$ cat src/rtl/lock_demod_pkg.sv
// Shared widths, FSM state encoding and small arithmetic helpers for the
// lock-in demodulator.
package lock_demod_pkg;

  localparam int SIG_W   = 14;
  localparam int PROD_W  = 28;
  localparam int ACC_W   = 56;
  localparam int CNT_W   = 27;
  localparam int OUT_W   = 32;
  localparam int SHIFT_W = 5;

  localparam logic [CNT_W-1:0] CNT_MAX = {CNT_W{1'b1}};

  typedef enum logic [1:0] {
    IDLE  = 2'd0,
    SYNC  = 2'd1,
    ACCUM = 2'd2
  } state_t;

  // Multiply by a +1/-1 square reference, widened to product width so that
  // negating the most negative input cannot wrap.
  function automatic logic signed [PROD_W-1:0] sq_prod(
    input logic signed [SIG_W-1:0] sig,
    input logic                    pos
  );
    logic signed [PROD_W-1:0] ext;
    ext = {{(PROD_W-SIG_W){sig[SIG_W-1]}}, sig};
    if (pos) begin
      return ext;
    end else begin
      return -ext;
    end
  endfunction

  // Full-precision signed product of two input-width operands.
  function automatic logic signed [PROD_W-1:0] mul_prod(
    input logic signed [SIG_W-1:0] a,
    input logic signed [SIG_W-1:0] b
  );
    logic signed [PROD_W-1:0] a_ext;
    logic signed [PROD_W-1:0] b_ext;
    a_ext = {{(PROD_W-SIG_W){a[SIG_W-1]}}, a};
    b_ext = {{(PROD_W-SIG_W){b[SIG_W-1]}}, b};
    return a_ext * b_ext;
  endfunction

endpackage

$ cat src/rtl/lock_demod_sat.sv
// Arithmetic right shift of a window sum followed by clamping to the signed
// output range; flags when clamping happened. Purely combinational, the
// caller registers the result.
module lock_demod_sat
  import lock_demod_pkg::*;
(
  input  logic signed [ACC_W-1:0]   acc,
  input  logic        [SHIFT_W-1:0] shift,
  output logic signed [OUT_W-1:0]   res,
  output logic                      sat
);

  localparam logic signed [ACC_W-1:0] MAX_V =
    {{(ACC_W-OUT_W+1){1'b0}}, {(OUT_W-1){1'b1}}};
  localparam logic signed [ACC_W-1:0] MIN_V =
    {{(ACC_W-OUT_W+1){1'b1}}, {(OUT_W-1){1'b0}}};

  logic signed [ACC_W-1:0] shifted_s;

  assign shifted_s = acc >>> shift;

  // Clamp the shifted value into the 32-bit signed range.
  always_comb begin
    res = '0;
    sat = 1'b0;
    if (shifted_s > MAX_V) begin
      res = {1'b0, {(OUT_W-1){1'b1}}};
      sat = 1'b1;
    end else if (shifted_s < MIN_V) begin
      res = {1'b1, {(OUT_W-1){1'b0}}};
      sat = 1'b1;
    end else begin
      res = shifted_s[OUT_W-1:0];
      sat = 1'b0;
    end
  end

endmodule

$ cat src/rtl/lock_demod.sv
// Lock-in demodulator: multiplies the input by in-phase and quadrature
// references (harmonic or square), sums the products over one reference
// period delimited by a trigger, and reports scaled, saturated window sums.
// Pipeline: stage 0 input registers, stage 1 products, stage 2 accumulators
// and control FSM. A trigger sampled at edge k is reported at edge k+2.
module lock_demod
  import lock_demod_pkg::*;
(
  input  logic                      clk,
  input  logic                      rstn,
  input  logic                      en,
  input  logic                      mode,
  input  logic        [SHIFT_W-1:0] shift,
  input  logic                      clr,
  input  logic signed [SIG_W-1:0]   sig_in,
  input  logic signed [SIG_W-1:0]   cos_ref,
  input  logic signed [SIG_W-1:0]   sin_ref,
  input  logic                      harmonic_trig,
  input  logic                      sq_ref,
  input  logic                      sq_quad,
  input  logic                      square_trig,
  output logic signed [OUT_W-1:0]   x_out,
  output logic signed [OUT_W-1:0]   y_out,
  output logic        [CNT_W-1:0]   n_samp,
  output logic                      valid,
  output logic                      busy,
  output logic                      ovf
);

  // Stage 0: raw input capture.
  logic signed [SIG_W-1:0]  sig0_r;
  logic signed [SIG_W-1:0]  cos0_r;
  logic signed [SIG_W-1:0]  sin0_r;
  logic                     sq0_r;
  logic                     sqq0_r;
  logic                     trig0_r;
  logic                     mode0_r;

  // Stage 1: products and the control bits that travel with them.
  logic signed [PROD_W-1:0] px1_r;
  logic signed [PROD_W-1:0] py1_r;
  logic                     trig1_r;
  logic                     mode1_r;
  logic                     mode_last_r;

  // Stage 2: accumulators, counter and FSM.
  state_t                   state_r;
  logic signed [ACC_W-1:0]  ax_r;
  logic signed [ACC_W-1:0]  ay_r;
  logic        [CNT_W-1:0]  cnt_r;

  logic signed [PROD_W-1:0] px_s;
  logic signed [PROD_W-1:0] py_s;
  logic signed [ACC_W-1:0]  sum_x_s;
  logic signed [ACC_W-1:0]  sum_y_s;
  logic        [CNT_W-1:0]  cnt_inc_s;
  logic                     cnt_sat_s;
  logic                     mode_chg_s;
  logic                     acc_step_s;
  logic                     ovf_set_s;
  logic signed [OUT_W-1:0]  res_x_s;
  logic signed [OUT_W-1:0]  res_y_s;
  logic                     sat_x_s;
  logic                     sat_y_s;

  // Stage 0: register every input sample with the trigger of the active mode.
  always_ff @(posedge clk or negedge rstn) begin
    if (!rstn) begin
      sig0_r  <= '0;
      cos0_r  <= '0;
      sin0_r  <= '0;
      sq0_r   <= 1'b0;
      sqq0_r  <= 1'b0;
      trig0_r <= 1'b0;
      mode0_r <= 1'b0;
    end else begin
      sig0_r  <= sig_in;
      cos0_r  <= cos_ref;
      sin0_r  <= sin_ref;
      sq0_r   <= sq_ref;
      sqq0_r  <= sq_quad;
      trig0_r <= mode ? square_trig : harmonic_trig;
      mode0_r <= mode;
    end
  end

  // Product selection for the reference type that captured the sample.
  always_comb begin
    px_s = '0;
    py_s = '0;
    if (mode0_r) begin
      px_s = sq_prod(sig0_r, sq0_r);
      py_s = sq_prod(sig0_r, sqq0_r);
    end else begin
      px_s = mul_prod(sig0_r, cos0_r);
      py_s = mul_prod(sig0_r, sin0_r);
    end
  end

  // Stage 1: register products; remember the previous sample's mode so a
  // reference switch is seen exactly on the first sample of the new mode.
  always_ff @(posedge clk or negedge rstn) begin
    if (!rstn) begin
      px1_r       <= '0;
      py1_r       <= '0;
      trig1_r     <= 1'b0;
      mode1_r     <= 1'b0;
      mode_last_r <= 1'b0;
    end else begin
      px1_r       <= px_s;
      py1_r       <= py_s;
      trig1_r     <= trig0_r;
      mode1_r     <= mode0_r;
      mode_last_r <= mode1_r;
    end
  end

  assign sum_x_s    = ax_r + {{(ACC_W-PROD_W){px1_r[PROD_W-1]}}, px1_r};
  assign sum_y_s    = ay_r + {{(ACC_W-PROD_W){py1_r[PROD_W-1]}}, py1_r};
  assign cnt_sat_s  = (cnt_r == CNT_MAX);
  assign cnt_inc_s  = cnt_sat_s ? cnt_r : (cnt_r + {{(CNT_W-1){1'b0}}, 1'b1});
  assign mode_chg_s = (mode1_r != mode_last_r);
  assign acc_step_s = en && (state_r == ACCUM) && !mode_chg_s;
  assign ovf_set_s  = acc_step_s && (cnt_sat_s || (trig1_r && (sat_x_s || sat_y_s)));

  lock_demod_sat u_sat_x (
    .acc   (sum_x_s),
    .shift (shift),
    .res   (res_x_s),
    .sat   (sat_x_s)
  );

  lock_demod_sat u_sat_y (
    .acc   (sum_y_s),
    .shift (shift),
    .res   (res_y_s),
    .sat   (sat_y_s)
  );

  // Window FSM: synchronise to a trigger, accumulate, and publish each window.
  always_ff @(posedge clk or negedge rstn) begin
    if (!rstn) begin
      state_r <= IDLE;
      ax_r    <= '0;
      ay_r    <= '0;
      cnt_r   <= '0;
      x_out   <= '0;
      y_out   <= '0;
      n_samp  <= '0;
      valid   <= 1'b0;
      busy    <= 1'b0;
      ovf     <= 1'b0;
    end else begin
      valid <= 1'b0;
      ovf   <= ovf_set_s ? 1'b1 : (clr ? 1'b0 : ovf);
      if (!en) begin
        state_r <= IDLE;
        ax_r    <= '0;
        ay_r    <= '0;
        cnt_r   <= '0;
        busy    <= 1'b0;
      end else begin
        case (state_r)
          IDLE: begin
            state_r <= SYNC;
            ax_r    <= '0;
            ay_r    <= '0;
            cnt_r   <= '0;
            busy    <= 1'b0;
          end
          SYNC: begin
            ax_r  <= '0;
            ay_r  <= '0;
            cnt_r <= '0;
            if (!mode_chg_s && trig1_r) begin
              state_r <= ACCUM;
              busy    <= 1'b1;
            end else begin
              state_r <= SYNC;
              busy    <= 1'b0;
            end
          end
          ACCUM: begin
            if (mode_chg_s) begin
              // Reference switched: this window mixes two references.
              state_r <= SYNC;
              ax_r    <= '0;
              ay_r    <= '0;
              cnt_r   <= '0;
              busy    <= 1'b0;
            end else if (trig1_r) begin
              state_r <= ACCUM;
              x_out   <= res_x_s;
              y_out   <= res_y_s;
              n_samp  <= cnt_inc_s;
              valid   <= 1'b1;
              ax_r    <= '0;
              ay_r    <= '0;
              cnt_r   <= '0;
              busy    <= 1'b1;
            end else begin
              state_r <= ACCUM;
              ax_r    <= sum_x_s;
              ay_r    <= sum_y_s;
              cnt_r   <= cnt_inc_s;
              busy    <= 1'b1;
            end
          end
          default: begin
            state_r <= IDLE;
            ax_r    <= '0;
            ay_r    <= '0;
            cnt_r   <= '0;
            busy    <= 1'b0;
          end
        endcase
      end
    end
  end

endmodule

$ cat config.mk
export PLATFORM = sky130hd
export DESIGN_NAME = lock_demod
export DESIGN_NICKNAME = d
export VERILOG_FILES = /design/src/rtl/lock_demod_pkg.sv /design/src/rtl/lock_demod_sat.sv /design/src/rtl/lock_demod.sv
export SDC_FILE = /design/constraint.sdc
export NUM_CORES = 2
export LEC_CHECK = 0
export BUFFER_PORTS_ARGS = -buffer_cell sky130_fd_sc_hd__buf_2
export CAP_MARGIN = 40
export CORE_MARGIN = 2
export CORE_UTILIZATION = 48
export CTS_CLUSTER_SIZE = 25
export DETAILED_ROUTE_END_ITERATION = 8
export GPL_TIMING_DRIVEN = 0
export HOLD_SLACK_MARGIN = 0.03
export PLACE_DENSITY_LB_ADDON = 0.08
export REMOVE_ABC_BUFFERS = 1
export SLEW_MARGIN = 20
export SYNTH_ARGS = -nofsm -noshare
export SYNTH_HDL_FRONTEND = slang
export SYNTH_SLANG_ARGS = --single-unit
export TNS_END_PERCENT = 100
$ cat constraint.sdc
create_clock -name clk -period 7.4 [get_ports clk]
set_input_delay 1.11 -clock clk [delete_from_list [all_inputs] [get_ports clk]]
set_output_delay 1.11 -clock clk [all_outputs]
set_load 0.005 [all_outputs]
Word level (Yosys, flattened, before mapping)
Index checks and enable logic that the tools add are counted.
Word-level totals
  input port bits: 56
  logic and storage cells: 90
  register bits: 340
  output and inout port bits: 94
Operators by class
  multiplexer cells: 40
  bitwise operators: 1
  eq/ne operators: 4
  reductions and logical operators: 11
  shift operators: 2
  $add $sub $neg: 4
  $mul: 2
  $lt $le $gt $ge: 4
Operators with widths (number)
  two-way mux 56 bit: 8
  two-way mux 27 bit: 5
  two-way mux 32 bit: 4
  adder 56 bit: 2
  greater-than comparator 56 x 32 -> 1 bit (second input constant): 2
  < comparator 56 x 32 -> 1 bit (second input constant): 2
  two-way mux 28 bit: 4
  >>> shifter 56 x 5 -> 56 bit: 2
  multiplier 14 x 14 -> 28 bit: 2
  negation 14 -> 28 bit: 1
  adder 27 x 1 -> 27 bit (second input constant): 1
  equality test 27 bit (second input constant): 1
  two-way mux 1 bit: 14
  two-way mux 2 bit: 3
  one-hot mux 2 bit (3 select lines): 1
  logical AND 1 bit: 5
  AND reduction 4 bit: 1
  equality test 2 x 1 -> 1 bit (second input constant): 1
  equality test 2 bit (second input constant): 1
  zero test 2 bit: 1
  logical OR 1 bit: 2
  one-hot mux 1 bit (2 select lines): 1
  nonzero test 2 bit: 1
  zero test 1 bit: 1
  2 further kinds: 2

Logic depth before layout (Yosys ltp)
  depth after elaboration: 10
  depth in mapped cells: 29
  mapped depth without buffers: 28

Cells and area by module
A second synthesis with hierarchy kept.
Second synthesis, totals
  cells, all modules: 4753
  area total of the unflattened synthesis: 42291.8 um2
By module, submodules not included
  lock_demod: cells an instance 3697, times used 1, seq. area each 8508.2 um2, area an instance 33616.0 um2
  lock_demod_sat: cells an instance 528, times used 2, seq. area each 0.0 um2, area an instance 4337.9 um2

Least setup slack after synthesis
No wires, ideal clock.
  path type: flip-flop to flip-flop
  start: reg sig0_r[4]
  end: reg py1_r[27]
  data arrival time: 6721 ps
  data required time: 7250 ps
  buffers on the path: 2
  period minus slack after synthesis: 6871 ps
  path slack: 529 ps
  setup time: 150 ps
  cell stages (with the launch flop): 29
  path through: dfrtp_1 -> clkbuf_1 -> clkbuf_1 -> nand2_1 -> fa_1 -> inv_1 -> fa_1 -> inv_1 -> fa_1 -> inv_1 -> ha_1 -> inv_1 -> fa_1 -> inv_1 -> fa_1 -> ha_1 -> a21oi_1 -> o21bai_1 -> a21oi_1 -> o21bai_1 -> a21oi_1 -> o21bai_1 -> a21oi_1 -> o21ai_0 -> o41a_1 -> a41o_1 -> o41a_1 -> xnor2_1 -> o21ai_0
Between the ends
  cells in the longest elaborated chain, start to end: 3
  elaborated cells between the ends (all ways): 4
  those cells by class: 1 x add/sub; 1 x mul; 2 x mux
Ends and longest elaborated chain
  from (decl): line lock_demod.sv:31  | logic signed [SIG_W-1:0] sig0_r;
  from (signal assigned): line lock_demod.sv:77  | sig0_r <= sig_in;
  parallel branches: the longest is 2 deep, another holds multiplier 14 x 14 -> 28 bit
  two-way mux 28 bit (*): line lock_demod.sv:91  | if (mode0_r) begin
  via py_s[27]: line lock_demod.sv:53  | logic signed [PROD_W-1:0] py_s;
  to (signal assigned): line lock_demod.sv:111  | py1_r <= py_s;
  to (decl): line lock_demod.sv:41  | logic signed [PROD_W-1:0] py1_r;
Mark *: on every way through the listed nets, which the timed path passes.
A chain may end at the register's enable or synchronous reset.

Final worst setup path
  start: reg py1_r[27]
  end: reg ovf
Between the ends
  cells in the longest elaborated chain, start to end: 10
  elaborated cells between the ends (all ways): 12
  those cells by class: 1 x add/sub; 2 x order compare; 1 x shift; 3 x mux; 5 x reduce/logical
Ends and longest elaborated chain
  adder 56 bit (*): line lock_demod.sv:119  | assign sum_y_s = ay_r + {{(ACC_W-PROD_W){py1_r[PROD_W-1]}}, py1_r};
  >>> shifter 56 x 5 -> 56 bit (*): line lock_demod_sat.sv:20  | assign shifted_s = acc >>> shift;
  < comparator 56 x 32 -> 1 bit: line lock_demod_sat.sv:29  | end else if (shifted_s < MIN_V) begin
  two-way mux 1 bit: line lock_demod_sat.sv:29
  two-way mux 1 bit (*): line lock_demod_sat.sv:26  | if (shifted_s > MAX_V) begin
  logical OR 1 bit (*): line lock_demod.sv:124  | assign ovf_set_s = acc_step_s && (cnt_sat_s || (trig1_r && (sat_x_s || sat_y_s)));
  logical AND 1 bit (*): line lock_demod.sv:124
  logical OR 1 bit (*): line lock_demod.sv:124
  logical AND 1 bit (*): line lock_demod.sv:124
  two-way mux 1 bit or nonzero test 2 bit (tied branches)
  to (signal assigned): line lock_demod.sv:155  | ovf <= ovf_set_s ? 1'b1 : (clr ? 1'b0 : ovf);
  to (decl): line lock_demod.sv:27  | output logic ovf
Mark *: on every way between the ends. The rest lies on a longest branch, timed or not.

==> impl_metrics.py <==
metrics = {
    "global_routing": {
        "grt_usage_pct": 28.23,
        "grt-ovfl-total": 0,
        "grt_first_pass_wirelength_mm": 201.5,
        "grt_max_degree": 97,
        "antenna_found_initial": 0,
        "grt_pass1_vias": 34904,
    },
    "synthesis": {
        "synth-async-reset-ratio_pct": 100.0,
        "synth_area_um2": 41940,
        "synth-seq-area-share_pct": 20.29,
        "netlist_instances": 4804,
        "ys.flop_type": "dfrtp_1",
        "synth_top_cell_by_area": "dfrtp_1",
        "netlist.area_leader.share_pct": 20.29,
        "synthDistinctLibCells": 110,
        "syn_area_per_cell_um2": 8.729,
        "ys_warn_count": 0,
        "synth-edff-count": 0,
        "yosys_register_bits": 340,
        "synth_area_leaders": "dfrtp_1 (20%), fa_1 (19%), ha_1 (7.5%)",
    },
    "cts": {
        "cts_tree": "yes",
        "cts.reportedPaths.clkPinSlew_ps": 60,
        "cts_buffer_depth": 3,
        "cts_made_buffers": 44,
        "cts_root_buf": "clkbuf_16",
        "cts_sinks": 340,
        "h-tree-depth": 2,
        "clk_latency_ps": 620,
    },
    "layout": {
        "synthToLayoutAreaGrowth_pct": 8.864,
        "final_cells": 5969,
        "final_util_pct": 52.71,
        "fill_cells": 8178,
        "drive_gt1_share_pct": 9.869,
        "nets": 5478,
    },
    "placement": {
        "place_congestion": 0.9728,
        "dp_hpwl_mm": 97.67,
        "dp_slack_ps": -510.6,
        "placed_cells": 5869,
        "port-buffer-count": 149,
    },
    "drt": {
        "drcViolationCount": 0,
        "drt-vias-per-instance": 5.886,
        "drt_iter0_drc": 2788,
        "drtAntennaViolNets": 0,
        "wire_per_inst_um": 21.21,
        "routed_wl_mm": 126.6,
        "dr.pass1.iters": 6,
        "vias": 35135,
    },
    "min_path": {
        "hp-start": "trig0_r",
        "hp-class": "register to register",
    },
    "power": {
        "pwr-share-clk_pct": 11.2,
        "internal_power_mw": 9.434,
        "seqPwrFrac_pct": 12.5,
        "power_density_nw_per_um2": 421.5,
        "totalPowerFinal_mw": 19.24,
        "irDropWorstVdd_v": 0.0003556,
        "power.leakage_nw": 21.47,
        "power.share.switching_pct": 50.98,
        "power_frac_comb_pct": 76.3,
        "p_switching_mw": 9.809,
    },
    "timing": {
        "period_needed_ps": 7206,
        "hold_slack_ps": 364.6,
        "setup_violations": 0,
        "finalCritPeriodShare_pct": 97.38,
        "final.setup_skew_ps": 22.89,
        "finalMaxSlewViolations": 0,
        "rsz0062_at_grt": "no",
        "fmax_ghz": 0.1388,
        "worst_pin_slew_ps": 987.0,
        "hold_viol": 0,
        "setup_ws_ps": 193.6,
        "max_slew_margin_pct": 34.04,
    },
    "floorplanning": {
        "die_h_um": 299.6,
        "core_um2": 86620,
        "die_w_um": 299.6,
        "die_area_um2": 89750,
        "fp-row-count": 108,
        "start_util_pct": 48.42,
        "ioPinCount": 150,
    },
    "worst_setup_path": {
        "crit_type": "register to register",
        "start_kind": "register",
        "r2r-start": "py1_r[27]",
        "crit_fanout": 29,
        "crit_arrival_ps": 7700,
        "required_ps": 7900,
        "cp-startpoint": "py1_r[27]",
        "critPathCaptureType": "register",
    },
    "status": {
        "status": "finished, final reports clean",
    },
    "job": {
        "drv_cap": 0,
    },
}
## cells in the final DEF (no fill, tap or decap), types with 71 or more instances in the layout
cell      synthesis  layout
nand2_1         494     494
nor2_1          409     406
inv_1           393     392
fa_1            392     391
dfrtp_1         340     318
a21oi_1         265     259
ha_1            250     250
and2_1          239     239
o21ai_0         172     171
mux2i_1         156     156
buf_2            23     147
xnor2_1         124     123
nand3_1          89      88
a21o_1           85      85
o21a_1           83      83
nor3_1           83      82
a211oi_1         73      72
xor2_1           71      71
## final timing paths
path / end / slack [ps] / cells after the start
setup / recovery: ovf / 190 / 19
hold / removal: trig1_r / 360 / 0
setup reg to reg: ovf / 190 / 19
hold reg to reg: trig1_r / 360 / 0
max in group asynchronous: mode0_r / 5610 / 3
min in group asynchronous: ax_r[47] / 420 / 1
## layer usage
| layer | track usage, % | routed length (um) | vias to the layer above |
|---|---|---|---|
| met3 | 3.008 | 6165 | 209 |
| li1 | - | - | 16643 |
| met2 | 45.97 | 58220 | 1012 |
| met1 | 39.40 | 57660 | 17271 |
| met4 | 9.381 | 4565 | 0 |
| met5 | 0 | 0 | - |
## registers in the layout (all words and copies together) (netlist names), 2 cells and up
signal / count
sin0_r: 14
x_out: 32
n_samp: 27
sig0_r: 14
state_r: 2
ay_r: 56
ax_r: 56
cnt_r: 27
y_out: 32
py1_r: 28
cos0_r: 14
px1_r: 28
## timing repair
| item | 4_1_cts | 5_1_grt |
|---|---|---|
| gates resized for setup | 9 | 15 |
| pin swaps | 1 | 1 |
| hold buffers | 0 | 0 |
| buffers inserted | 3 | 14 |
| endpoints found under the setup margin | 5 | 15 |
## logic make-up after synthesis
logic type / Yosys count / synth area share [%]
AOI/OAI and AO/OA: 1132 / 18.63
xor gates and xnor gates: 195 / 4.073
adders and majority gates: 642 / 26.17
buffers and inverters: 689 / 6.352
DFF: 340 / 20.29
muxes: 231 / 6.561
and+or+nand+nor: 1575 / 17.93
## layout make-up
| class | instances | area [um^2] | area share [%] |
|---|---|---|---|
| antenna | 1 | 2.502 | 0.005481 |
| inverter | 398 | 1521 | 3.333 |
| multi-input combinational | 3775 | 30860 | 67.59 |
| clock inverter | 20 | 203.9 | 0.4467 |
| tap | 1155 | 1445 | 3.165 |
| sequential | 340 | 8548 | 18.72 |
| clock buffer | 59 | 1237 | 2.710 |
| timing repair buffer | 221 | 1839 | 4.029 |
## per-stage QoR
| stage | TNS (ps) | area [um^2] |
|---|---|---|
| 4_1_cts | 0 | 45460 |
| 5_1_grt | 0 | 45650 |
| 3_5_place_dp | -1202 | 43900 |
| 3_3_place_gp | -917450 | 42960 |
| 2_1_floorplan | 0 | 40770 |
| 6_report | 0 | 45650 |
## synthesized netlist by cell type (35+ instances only)
library cell / instances
a211oi_1: 73
a21o_1: 85
a21oi_1: 265
a31oi_1: 35
and2_1: 239
and3_1: 42
clkbuf_1: 231
dfrtp_1: 340
fa_1: 392
ha_1: 250
inv_1: 393
mux2_2: 42
mux2i_1: 156
nand2_1: 494
nand2b_1: 38
nand3_1: 89
nand4_1: 47
nor2_1: 409
nor3_1: 83
o211ai_1: 70
o21a_1: 83
o21ai_0: 172
o21bai_1: 48
xnor2_1: 124
xor2_1: 71
## power by group through the flow
stage / Sequential, mW / Clock [mW] / Combinational [mW]
floorplan: 2.36 / 0 / 10.7
global placement: 2.48 / 0 / 14.2
detailed placement: 2.45 / 0 / 14.4
CTS: 2.42 / 2.23 / 14.6
global route: 2.44 / 2.30 / 16.5
finish: 2.40 / 2.16 / 14.7
## worst max-delay path, stage by stage (launching register included)
cell and delay, ps:
dfrtp_2 830, ha_1 460, a21o_1 230, a31oi_1 240
o22ai_1 110, or3_4 380, a22oi_4 260, nand4_2 400
a21oi_2 300, nor2_1 80, o211ai_1 650, mux2i_1 240
mux2_2 360, mux2_1 300, or4_4 560, o41ai_4 600
buf_6 240, buf_4 220, nand4b_1 220, a221o_1 400
Power figures use the tool's default switching activity.
